===== config.mk =====
export PLATFORM = sky130hd
export DESIGN_NAME = cpu_regfile_p
export DESIGN_NICKNAME = d
export VERILOG_FILES = /design/src/rtl/cpu_pkg.sv /design/src/rtl/cpu_flagreg.sv /design/src/rtl/cpu_regfile_p.sv
export SDC_FILE = /design/constraint.sdc
export NUM_CORES = 1
export LEC_CHECK = 0
export CORE_ASPECT_RATIO = 0.9
export CORE_MARGIN = 1
export CORE_UTILIZATION = 44
export CTS_CLUSTER_SIZE = 20
export DETAILED_ROUTE_END_ITERATION = 8
export GPL_TIMING_DRIVEN = 0
export HOLD_SLACK_MARGIN = 0.06
export PLACE_DENSITY = 0.89
export SYNTH_ARGS = -nofsm -noshare
export SYNTH_HDL_FRONTEND = slang
export SYNTH_SLANG_ARGS = --single-unit

===== constraint.sdc =====
create_clock -name clk -period 1.64 [get_ports clk]
set_input_delay 0.328 -clock clk [delete_from_list [all_inputs] [get_ports clk]]
set_output_delay 0.328 -clock clk [all_outputs]
set_load 0.05 [all_outputs]

===== src/rtl/cpu_pkg.sv =====
// ---------------------------------------------------------------------------
// cpu_pkg
// Shared definitions for the 8-bit CPU datapath.
//   - Default data and register-address widths for the register file.
//   - Bit positions of the status flags in the flags register.
//   - Symbolic indices of the classic four general-purpose registers.
// No ports: this is a package imported with "import cpu_pkg::*;".
// ---------------------------------------------------------------------------
package cpu_pkg;

  // Default datapath width and register address width (2**2 = 4 registers)
  localparam int CPU_DATA_W = 8;
  localparam int CPU_ADDR_W = 2;

  // Status flag bit positions inside the flags register
  localparam int FLG_Z = 0;  // zero
  localparam int FLG_C = 1;  // carry
  localparam int FLG_N = 2;  // negative
  localparam int FLG_V = 3;  // overflow

  // Register indices of the fixed ax/bx/cx/dx bank
  typedef enum logic [1:0] {
    REG_AX = 2'd0,
    REG_BX = 2'd1,
    REG_CX = 2'd2,
    REG_DX = 2'd3
  } reg_idx_e;

endpackage : cpu_pkg


===== src/rtl/cpu_flagreg.sv =====
// ---------------------------------------------------------------------------
// cpu_flagreg
// Bit-masked flags register. Only bits selected by flag_we take the value
// from flag_in; all other bits keep their stored value. Also used by the
// ALU status path, so it is kept as a standalone block.
//
// Ports:
//   clk      in   system clock, rising-edge active
//   rst      in   synchronous active-high reset, clears all flags
//   flag_we  in   [W-1:0] per-bit update mask
//   flag_in  in   [W-1:0] new flag values
//   flags    out  [W-1:0] registered flags
// ---------------------------------------------------------------------------
module cpu_flagreg
  import cpu_pkg::*;
#(
  parameter int W = CPU_DATA_W
) (
  input  logic         clk,
  input  logic         rst,
  input  logic [W-1:0] flag_we,
  input  logic [W-1:0] flag_in,
  output logic [W-1:0] flags
);

  // Masked merge: selected bits take flag_in, the rest hold.
  // Reset has priority over any update in the same cycle.
  always_ff @(posedge clk) begin
    if (rst) begin
      flags <= '0;
    end else begin
      flags <= (flags & ~flag_we) | (flag_in & flag_we);
    end
  end

endmodule : cpu_flagreg


===== src/rtl/cpu_regfile_p.sv =====
// ---------------------------------------------------------------------------
// cpu_regfile_p
// Parametrised general-purpose register file plus flags register for the
// CPU datapath. Read addresses are latched (and can be frozen with
// addr_lock), so read data appears one cycle after the address is presented.
// An optional bypass forwards a same-cycle write to a matching read port,
// and an optional hard-wired zero register makes register 0 read as 0.
//
// Ports:
//   clk        in   system clock, rising-edge active
//   rst        in   synchronous active-high reset
//   ra_addr    in   [ADDR_W-1:0] read port A address (aa)
//   rb_addr    in   [ADDR_W-1:0] read port B address (ab)
//   rd_addr    in   [ADDR_W-1:0] write address (ad)
//   wr_en      in   write enable (WR)
//   wr_data    in   [DATA_W-1:0] write data
//   addr_lock  in   1 = hold the latched read addresses
//   flag_we    in   [DATA_W-1:0] per-bit flag update mask
//   flag_in    in   [DATA_W-1:0] new flag values
//   ra_data    out  [DATA_W-1:0] read port A data
//   rb_data    out  [DATA_W-1:0] read port B data
//   flags      out  [DATA_W-1:0] flags register
//   dbg_regs   out  [REG_CNT*DATA_W-1:0] all registers, reg i at
//                   bits [i*DATA_W +: DATA_W]
// ---------------------------------------------------------------------------
module cpu_regfile_p
  import cpu_pkg::*;
#(
  parameter int DATA_W   = CPU_DATA_W,
  parameter int ADDR_W   = CPU_ADDR_W,
  parameter int BYPASS   = 1,
  parameter int ZERO_REG = 0
) (
  input  logic                             clk,
  input  logic                             rst,
  input  logic [ADDR_W-1:0]                ra_addr,
  input  logic [ADDR_W-1:0]                rb_addr,
  input  logic [ADDR_W-1:0]                rd_addr,
  input  logic                             wr_en,
  input  logic [DATA_W-1:0]                wr_data,
  input  logic                             addr_lock,
  input  logic [DATA_W-1:0]                flag_we,
  input  logic [DATA_W-1:0]                flag_in,
  output logic [DATA_W-1:0]                ra_data,
  output logic [DATA_W-1:0]                rb_data,
  output logic [DATA_W-1:0]                flags,
  output logic [(2**ADDR_W)*DATA_W-1:0]    dbg_regs
);

  localparam int REG_CNT = 2**ADDR_W;
  localparam bit BYP_EN  = (BYPASS != 0);
  localparam bit ZERO_EN = (ZERO_REG != 0);

  logic [DATA_W-1:0] regs     [REG_CNT];
  logic [DATA_W-1:0] reg_view [REG_CNT];
  logic [ADDR_W-1:0] ra_q;
  logic [ADDR_W-1:0] rb_q;
  logic              wr_to_zero;
  logic              wr_eff;
  logic              byp_ok;

  // A write to register 0 is meaningless when it is hard-wired to zero, so
  // such writes are dropped and never forwarded.
  assign wr_to_zero = ZERO_EN && (rd_addr == '0);
  assign wr_eff     = wr_en && !wr_to_zero;

  // Bypass is suppressed while reset is asserted since that write is discarded.
  assign byp_ok     = BYP_EN && wr_eff && !rst;

  // Latched read addresses; addr_lock freezes them so the decoder can hold
  // operands steady across multi-cycle operations.
  always_ff @(posedge clk) begin
    if (rst) begin
      ra_q <= '0;
      rb_q <= '0;
    end else if (!addr_lock) begin
      ra_q <= ra_addr;
      rb_q <= rb_addr;
    end
  end

  // Register array: reset clears every entry and wins over a same-cycle write.
  always_ff @(posedge clk) begin
    if (rst) begin
      for (int i = 0; i < REG_CNT; i++) begin
        regs[i] <= '0;
      end
    end else if (wr_eff) begin
      regs[rd_addr] <= wr_data;
    end
  end

  // Architectural view of the registers: register 0 is forced to zero when
  // hard-wired, so it reads 0 even before the first reset.
  always_comb begin
    for (int i = 0; i < REG_CNT; i++) begin
      reg_view[i] = (ZERO_EN && (i == 0)) ? '0 : regs[i];
    end
  end

  // Read ports: combinational from the latched address, with optional
  // forwarding of a write landing on the same register this cycle.
  always_comb begin
    ra_data = reg_view[ra_q];
    rb_data = reg_view[rb_q];
    if (byp_ok && (rd_addr == ra_q)) begin
      ra_data = wr_data;
    end
    if (byp_ok && (rd_addr == rb_q)) begin
      rb_data = wr_data;
    end
  end

  // Flattened debug bus of every register.
  always_comb begin
    dbg_regs = '0;
    for (int i = 0; i < REG_CNT; i++) begin
      dbg_regs[i*DATA_W +: DATA_W] = reg_view[i];
    end
  end

  // Masked flags register.
  cpu_flagreg #(
    .W (DATA_W)
  ) u_flagreg (
    .clk     (clk),
    .rst     (rst),
    .flag_we (flag_we),
    .flag_in (flag_in),
    .flags   (flags)
  );

endmodule : cpu_regfile_p


After elaboration in Yosys (flattened, before gate mapping) --
Memories as Yosys holds them, arrays and structs flattened. Index checks and enable logic that the tools add are counted.
Word-level totals: register bits after elaboration 12, memory bits (writable) 32, output and inout bits 56, word-level logic and storage cells 35, memories kept 1
Cells by class: $lt $le $gt $ge 2, equality and inequality tests 2, mux-type cells 16, bitwise operators 6, reduce and logical (&&, ||, !) cells 5
Memory list:
- regs | depth 4, width 8, rd ports 4, clocked after Yosys merged registers in 0, write ports 4, line cpu_regfile_p.sv:54 | logic [DATA_W-1:0] regs [REG_CNT];
Operator list (number):
- 8-bit 2-to-1 mux | 7
- 8-bit binary-select mux with 2-bit select | 2
- 8-bit AND | 2
- 8-bit NOT | 1
- 8-bit bitwise OR | 1
- 8-bit OR reduction | 1
- 3-bit >= comparator, second input constant | 2
- 1-bit 2-to-1 mux | 6
- 2-bit NOT with 3-bit output | 2
- 2-bit equality test | 2
- 1-bit logical AND | 3
- 2-bit 2-to-1 mux | 1
- 1-bit zero test | 1

Logic depth before layout (Yosys ltp) --
Gate-level depths: netlist of the first run.
depth after elaboration 5, gate-level depth with buffers 5, depth with buffers taken out 3

By module --
Synthesis of the first run repeated with hierarchy kept, for this count alone.
Unflattened totals: cell total of the unflattened synthesis 158, area, all modules 2314.7 um^2
Modules (own cells, without submodules):
- cpu_regfile_p | times used 1, cells each 133, area an instance 2033.2 um^2
- cpu_flagreg | times used 1, cells each 25, area an instance 281.5 um^2

Worst setup path before layout of the first run --
Ideal clock, no wire load.
path type reg2out, from memory regs[1][0] (netlist name), to output port ra_data[0], data arrival time 1546 ps, slack -234 ps, stages on the path, launching flop included 3, buffers on the path 0, path through edfxtp_1 mux4_1 mux2_2
RTL lines:
- from (decl) | line cpu_regfile_p.sv:54
- to (decl) | line cpu_regfile_p.sv:44 | output logic [DATA_W-1:0] ra_data,

Final worst setup path of the first run --
from register rb_q[0], to output port rb_data[2]
On the way: longest elaborated chain between the ends 5, elaborated cells on any way between the ends 7, those cells by class 1 x eq/ne; 4 x mux; 1 x bitwise; 1 x reduce/logical
RTL lines:
- from (decl) | line cpu_regfile_p.sv:57 | logic [ADDR_W-1:0] rb_q;
- from (signal assigned) | line cpu_regfile_p.sv:78 | rb_q <= rb_addr;
- 2-bit NOT with 3-bit output (implied by the code) | line cpu_regfile_p.sv:105 | rb_data = reg_view[rb_q];
- 8-bit binary-select mux with 2-bit select | line cpu_regfile_p.sv:105
- 8-bit 2-to-1 mux (implied by the code) (2 in series) | line cpu_regfile_p.sv:105
- 8-bit 2-to-1 mux (*) | line cpu_regfile_p.sv:109 | if (byp_ok && (rd_addr == rb_q)) begin
- to (decl) | line cpu_regfile_p.sv:45 | output logic [DATA_W-1:0] rb_data,
Mark *: on every way between the ends. The rest lies on a longest branch, timed or not. The select of a mux whose other input is x is not followed.

==> impl_metrics.ini, run 1 <==
[run_status]
outcome = finished with violations
violations = negative setup slack

[critical_path]
rr_worst_depth = 3
crit_chain = buf_8 > mux4_2 > mux2_4 > buf_6
cp-end-kind = output port
worstSetupStartpoint = rb_q[0]
critPathKind = flip-flop to output port
reg2reg_from = ra_q[0]
crit_arrival_ps = 1790
cp_max_fo = 5
crit_end = rb_data[2]
crit_slowest_cell = mux4_2
r2r_end = ra_q[0]
cpPeakStageDelay_ps = 500
cp-start-kind = flip-flop
rrSetupSlack_ps = 770
required_ps = 1310

[power]
p_per_area_nw_per_um2 = 946
power_leakage_nw = 1.51
p_switching_mw = 1.15
p_sw_share_pct = 33.8
ir_worst_vdd_mv = 0.600
comb_power_share_pct = 34.6
p_clk_share_pct = 26.1
internal_power_mw = 2.24
power_frac_seq_pct = 39.3

[die]
die_y_um = 71.4
die_x_um = 79.1
fp.coreArea_um2 = 4980
num_io_pins = 90
start_util_pct = 47.2
rows = 24
die-area_um2 = 5640

[global_routing]
grt_overflow = 0
grt_pass1_vias = 1827
grt_max_degree = 15
antenna_found_initial = 0
grt_util_all_layers_pct = 25.2
grt_pass1_wl_um = 10100

[timing]
worst_slack_ps = -477
tns_ps = -7120
setup_violations = 16
clock_skew_ps = 0
hold_viol = 0
rsz0062_at_grt = true
min_period_ps = 2120
finalCritPeriodShare_pct = 129
fmax_ghz = 0.472
worst_pin_slew_ps = 521
slew_violations = 0
slew_headroom_pct = 65.4

[final_layout]
nFillCells = 364
n_antenna_cell = 0
area_growth_pct = 52.4
post_layout_nonfiller_instances = 319
drive_above_1_share_pct = 33.1
nets = 287

[cts]
cts_buffers = 5
clkSinkCount = 44
tritoncts = built
worstSkewPairLatency_ps = 300
cts_hold_buffers = 0
cts.clk_slew.worst_paths_ps = 90
htree_levels = 2
clock_path_buffers = 2
cts-root-buf = clkbuf_8

[yosys]
syn_inst = 156
postSynthAreaPerCell_um2 = 15.1
syn_nets = 190
yosysUniqueCellTypes = 18
netlist_area_um2 = 2350
ys_seq_elements = 44
yosys_warnings = 0
ys_seq_area_share_pct = 51.1

[place]
io_buffers = 86
hpwl_um = 4230
dp_cells = 307
place_worst_setup_slack_ps = -1300
place_congestion = 0.714

[routing]
wirelength_um = 6670
drc = 0
initialDrtViolationCount = 69
vias_per_cell = 5.46
antenna_left = 0
wl_met2_um = 3610
wl_per_cell_um = 20.9
dr_total_vias = 1741
wl_met3_um = 461
firstDrtPassIters = 4
met1Wirelength_um = 2430
top_layer_used = met4

[hold_path]
min_path_type = input pin to flip-flop

[job]
max_cap_violations = 0
power by group through the flow:
stage	sequential [mW]	clock, mW	combinational [mW]
after global placement	1.35	0	1.11
after floorplan	1.59	0	0.500
after detailed placement	1.35	0	1.13
after global routing	1.34	0.927	1.21
final	1.33	0.884	1.17
after CTS	1.33	0.887	1.16
metrics by stage:
step / utilization, % / hold WS [ps] / instance area [um2] / power (mW)
final: 71.9 / 330 / 3580 / 3.39
after global routing: 71.9 / 364 / 3580 / 3.48
after CTS: 71.5 / 328 / 3560 / 3.38
after detailed placement: 66.1 / 482 / 3290 / 2.48
after global placement: 66.1 / 475 / 3290 / 2.46
after floorplan: - / 472 / 2350 / 2.09
worst min path at each step:
stage	startpoint	to	slack [ps]	depth (start not counted)
2_1_floorplan	ra_addr[0]	ra_q[0]	470	2
3_3_place_gp	flip-flop	flip-flop	480	2
3_5_place_dp	flip-flop	flip-flop	480	2
4_1_cts	rst	flip-flop	330	2
5_1_grt	rst	flip-flop	360	2
6_report	rst	flip-flop	330	2
repair_timing:
action,in CTS,in global routing
resized for setup,176,6
cloned,2,0
endpoints found under the hold margin,0,0
setup endpoints to repair,80,41
pin swaps,2,3
setup buffers,2,0
cell families after synthesis:
family | after synthesis | share of synthesized area, %
muxes | 44 | 30.6
and+or+nand+nor | 54 | 14.1
buffers and inverters | 9 | 2.34
AOI/OAI and AO/OA | 1 | 0.372
xor gates and xnor gates | 4 | 1.49
DFF | 44 | 51.1
cell usage in the layout (no fill, tap or decap), types with 3 or more instances in the layout:
master,count
clkdlybuf4s50_1,28
buf_6,17
clkbuf_8,6
edfxtp_1,32
nor2_1,12
xnor2_4,3
mux2_4,16
dfxtp_1,10
and2_1,32
mux4_2,16
or2_2,3
buf_4,4
mux2i_1,12
dlygate4sd2_1,40
layout make-up:
type | instances | area (um2) | share of cell area, %
Timing Repair Buffer | 90 | 898 | 25.1
Sequential cell | 44 | 1210 | 33.7
Tap cell | 65 | 81.3 | 2.27
Multi-Input combinational cell | 103 | 1200 | 33.5
Buffer | 9 | 73.8 | 2.06
Clock buffer | 6 | 82.6 | 2.30
Clock inverter | 2 | 38.8 | 1.08
synthesized netlist by cell type:
cell / count / area (um2)
a31o_2: 1 / 8.76
and2_1: 32 / 200
buf_2: 5 / 25.0
buf_6: 2 / 22.5
clkbuf_1: 2 / 7.51
dfxtp_1: 12 / 240
edfxtp_1: 32 / 961
mux2_2: 16 / 180
mux2i_1: 12 / 120
mux4_1: 16 / 420
nand2b_1: 1 / 6.26
nand3_2: 2 / 20.0
nor2_1: 12 / 45.0
nor2b_1: 1 / 6.26
nor3_2: 1 / 10.0
nor3b_2: 2 / 25.0
or2_2: 3 / 18.8
xnor2_1: 4 / 35.0
per-layer routing:
layer / vias up / GRT usage, %
met2: 79 / 46.3
li1: 773 / -
met3: 14 / 4.33
met5: - / 0
met1: 875 / 28.3
met4: 0 / 11.9
critical path: cells and delay by family (launching register included):
kind	cells	cell delay [ps]
buf+inv	2	300
flops	1	390
mux	2	790
(Power assumes the default switching activity.)
==> inputs of run 2 (changes only) <==
--- a/config.mk
+++ b/config.mk
@@ -5,7 +5,7 @@
 export SDC_FILE = /design/constraint.sdc
 export NUM_CORES = 1
 export LEC_CHECK = 0
-export CORE_ASPECT_RATIO = 0.9
+export CORE_ASPECT_RATIO = 1.25
 export CORE_MARGIN = 1
 export CORE_UTILIZATION = 44
 export CTS_CLUSTER_SIZE = 20
==> impl_metrics.ini, run 2 (synthesis gave the netlist of run 1 again) <==
[cts]
htree_levels = 2
cts.clk_slew.worst_paths_ps = 80
worstSkewPairLatency_ps = 300
clkSinkCount = 44
tritoncts = built
cts_buffers = 5
cts_hold_buffers = 0
clock_path_buffers = 2
cts-root-buf = clkbuf_8

[routing]
vias_per_cell = 5.41
initialDrtViolationCount = 86
firstDrtPassIters = 4
antenna_left = 0
wl_per_cell_um = 20.2
dr_total_vias = 1716
wirelength_um = 6400
drc = 0

[hold_path]
min_path_type = input pin to flip-flop

[final_layout]
nets = 288
layout_commonest_cell = dlygate4sd2_1
final_area_um2 = 3590
drive_above_1_share_pct = 32.5
area_growth_pct = 52.7
final_util_pct = 70.2
n_antenna_cell = 0
final_cell_mix = dlygate4sd2_1 (41), and2_1 (32), edfxtp_1 (32)

[power]
power_leakage_nw = 1.50
power_frac_seq_pct = 39.8
p_switching_mw = 1.12
p_clk_share_pct = 24.4
power.total_mw = 3.33
comb_power_share_pct = 35.7
ir_worst_vdd_mv = 0.887
p_sw_share_pct = 33.7
p_per_area_nw_per_um2 = 928
internal_power_mw = 2.21

[timing]
clock_skew_ps = 0
finalCritPeriodShare_pct = 129
tns_ps = -7070
hold_viol = 0
worst_pin_slew_ps = 521
worst_slack_ps = -471
slew_headroom_pct = 65.4
rsz0062_at_grt = true
slew_violations = 0
fmax_ghz = 0.474
setup_violations = 16
holdWs_ps = 300
min_period_ps = 2110

[critical_path]
cp_max_fo = 5
required_ps = 1310
crit_chain = buf_12 > mux4_2 > mux2_4 > buf_8
cp-start-kind = flip-flop
crit_slowest_cell = mux4_2
cpPeakStageDelay_ps = 500
critPathKind = flip-flop to output port
cp-end-kind = output port
crit_arrival_ps = 1780

[global_routing]
grt_pass1_vias = 1822
grt_util_all_layers_pct = 24.1
grt_max_degree = 14
antenna_found_initial = 0
grt_pass1_wl_um = 9470
grt_overflow = 0

[die]
die-area_um2 = 5640
fp.coreArea_um2 = 5120
die_y_um = 83.7
rows = 29
num_io_pins = 90
die_x_um = 67.4
start_util_pct = 46.0

[run_status]
outcome = finished with violations
violations = negative setup slack

[place]
place_congestion = 0.754
hpwl_um = 4270
place_area_um2 = 3290
io_buffers = 86

[job]
max_cap_violations = 0
## run 2: worst paths after layout
check | cells after the start | to | from | slack [ps]
setup / recovery | 4 | ra_data[6] | ra_q[0] | -470
hold / removal | 2 | flip-flop | rst | 300
setup reg to reg | 4 | rb_q[0] | rb_q[0] | 620
hold reg to reg | 2 | flip-flop | flip-flop | 510
## run 2: critical path, delay by kind of cell, from the launching register on
| family | cells | cell delay, ps |
|---|---|---|
| buffers and inverters | 2 | 290 |
| DFF | 1 | 380 |
| muxes | 2 | 800 |
## run 2: final cells by class
type,instances,area (um2)
clock inverters,2,35.0
flip-flops and latches,44,1210
multi-input cells,103,1200
fillers,352,1520
repair buffers,91,911
well taps,62,77.6
clock buffers,6,72.6
plain buffers,9,82.6
## run 2: metal layers
metal / GRT usage (%) / routed length, um / share of wire, %
met1: 25.6 / 2330 / 36
met2: 43.1 / 3630 / 57
met3: 4.78 / 278 / 4.3
met4: 12.2 / 161 / 2.5
met5: 0 / 0 / 0
## run 2: through the flow
step	worst slack (ps)	instances
after floorplan	-155	156
after global placement	-1300	304
after detailed placement	-1320	304
after CTS	-472	316
after global routing	-498	317
final	-471	317
## run 2: repair_timing
action / 4_1_cts / 5_1_grt
gates cloned: 1 / 1
pin swaps: 3 / 5
resized for setup: 176 / 9
setup endpoints to repair: 80 / 32
setup buffers: 3 / 0
## run 2: power by group through the flow
stage               logic [mW]  clock network, mW  registers, mW
floorplan                0.500                  0           1.59
global placement          1.11                  0           1.35
detailed placement        1.13                  0           1.35
CTS                       1.17              0.814           1.33
global route              1.23              0.854           1.34
finish                    1.19              0.815           1.33
==> inputs of run 3 (changes only) <==
--- a/config.mk
+++ b/config.mk
@@ -12,7 +12,8 @@
 export DETAILED_ROUTE_END_ITERATION = 8
 export GPL_TIMING_DRIVEN = 0
 export HOLD_SLACK_MARGIN = 0.06
-export PLACE_DENSITY = 0.89
+export PLACE_DENSITY = 0.79
+export SLEW_MARGIN = 20
 export SYNTH_ARGS = -nofsm -noshare
 export SYNTH_HDL_FRONTEND = slang
 export SYNTH_SLANG_ARGS = --single-unit
==> impl_metrics.ini, run 3 (synthesis gave the netlist of run 1 again) <==
[critical_path]
cp-end-kind = output port
critPathKind = flip-flop to output port
rr_worst_depth = 4
crit_slowest_cell = mux4_2
crit_chain = buf_12 > mux4_2 > mux2_4 > buf_8
required_ps = 1310
worstSetupStartpoint = rb_q[0]
cpPeakStageDelay_ps = 500
crit_arrival_ps = 1770
cp_max_fo = 5
r2r_end = ra_q[0]
crit_end = rb_data[3]
reg2reg_from = ra_q[0]
cp-start-kind = flip-flop
rrSetupSlack_ps = 690

[die]
die-area_um2 = 5640
num_io_pins = 90
die_y_um = 83.7
die_x_um = 67.4
fp.coreArea_um2 = 5120
rows = 29
start_util_pct = 46.0

[global_routing]
grt_util_all_layers_pct = 23.1
grt_pass1_vias = 1811
grt_overflow = 0
grt_pass1_wl_um = 9250
antenna_found_initial = 0
grt_max_degree = 14

[hold_path]
min_path_cells = 2
min_path_type = input pin to flip-flop

[cts]
cts-root-buf = clkbuf_8
cts_buffers = 5
clkSinkCount = 44
htree_levels = 2
worstSkewPairLatency_ps = 300
cts.clk_slew.worst_paths_ps = 80
tritoncts = built
clock_path_buffers = 2

[timing]
slew_violations = 0
slew_headroom_pct = 60.4
rsz0062_at_grt = true
setup_violations = 29
worst_slack_ps = -462
finalCritPeriodShare_pct = 128
worst_pin_slew_ps = 591
hold_viol = 0
min_period_ps = 2100
clock_skew_ps = 0
fmax_ghz = 0.476

[power]
p_per_area_nw_per_um2 = 893
p_switching_mw = 1.11
ir_worst_vdd_mv = 0.560
comb_power_share_pct = 36.0
p_clk_share_pct = 24.3
internal_power_mw = 2.23
p_sw_share_pct = 33.4
power_frac_seq_pct = 39.7
power_leakage_nw = 1.58

[place]
place_area_um2 = 3290
place_worst_setup_slack_ps = -1370
io_buffers = 86
hpwl_um = 3870
place_congestion = 0.715

[routing]
met1Wirelength_um = 2350
initialDrtViolationCount = 37
wl_per_cell_um = 18.1
antenna_left = 0
vias_per_cell = 5.44
dr_total_vias = 1802
top_layer_used = met4
wl_met3_um = 417
wirelength_um = 5980
wl_met2_um = 3050
drc = 0
firstDrtPassIters = 4

[final_layout]
drive_above_1_share_pct = 36.1
area_growth_pct = 58.9
final_cell_mix = dlygate4sd2_1 (41), and2_1 (32), edfxtp_1 (32)
n_antenna_cell = 0
nFillCells = 353
layout_commonest_cell = dlygate4sd2_1
nets = 302
final_area_um2 = 3740

[run_status]
outcome = finished with violations
violations = negative setup slack

[job]
max_cap_violations = 0
run 3: cell types whose count changed in the layout (fill, tap and decap cells not counted), moves of 2 or more:
cell	before	now
nor3b_4	2	0
nor3b_2	0	2
buf_12	1	5
buf_4	4	10
buf_6	15	20
clkinv_1	0	2
run 3: critical path: cells and delay by family (launching register included):
family / cells / cell delay (ps)
flip-flops: 1 / 390
buffers and inverters: 2 / 290
multiplexers: 2 / 790
run 3: worst min-delay path by stage:
stage	startpoint	endpoint	slack, ps
2_1_floorplan	ra_addr[0]	ra_q[0]	470
5_1_grt	rst	flip-flop	310
4_1_cts	rst	rb_q[1]	310
6_report	rst	rb_q[1]	310
3_3_place_gp	flip-flop	flip-flop	470
3_5_place_dp	flip-flop	flip-flop	490
run 3: cell type report:
| cell class | instances | area (um2) | share of cell area (%) |
|---|---|---|---|
| flip-flops and latches | 44 | 1210 | 32.3 |
| multi-input cells | 103 | 1180 | 31.5 |
| repair buffers | 105 | 1070 | 28.7 |
| plain buffers | 9 | 95.1 | 2.54 |
| well taps | 62 | 77.6 | 2.07 |
| clock buffers | 5 | 68.8 | 1.84 |
| clock inverters | 3 | 37.5 | 1.00 |
run 3: what timing repair did:
item / CTS / global route
cloned: 2 / 0
resized for setup: 189 / 0
buffers inserted: 13 / 4
hold buffers: 0 / 0
setup endpoints to repair: 80 / 40
pin swaps: 5 / 1
run 3: per-stage QoR:
step / instances / total power, mW / TNS (ps) / hold slack [ps] / util [%]
final: 331 / 3.34 / -7230 / 312 / 73.1
after global routing: 331 / 3.44 / -9930 / 306 / 73.1
after CTS: 327 / 3.33 / -7120 / 307 / 72.5
after detailed placement: 304 / 2.48 / -37800 / 491 / 64.3
after global placement: 304 / 2.46 / -36720 / 471 / 64.3
after floorplan: 156 / 2.09 / -2480 / 472 / -
run 3: layer usage:
layer  track usage [%]  vias up
met5                 0        -
met3              6.01       18
met2              38.4      104
met4              10.1        0
met1              27.4      877
li1                  -      803
run 3: power by group through the flow:
| stage | Combinational [mW] | Sequential (mW) | Clock [mW] |
|---|---|---|---|
| final | 1.20 | 1.33 | 0.811 |
| after global placement | 1.11 | 1.35 | 0 |
| after global routing | 1.25 | 1.34 | 0.853 |
| after detailed placement | 1.12 | 1.35 | 0 |
| after CTS | 1.20 | 1.33 | 0.804 |
| after floorplan | 0.500 | 1.59 | 0 |
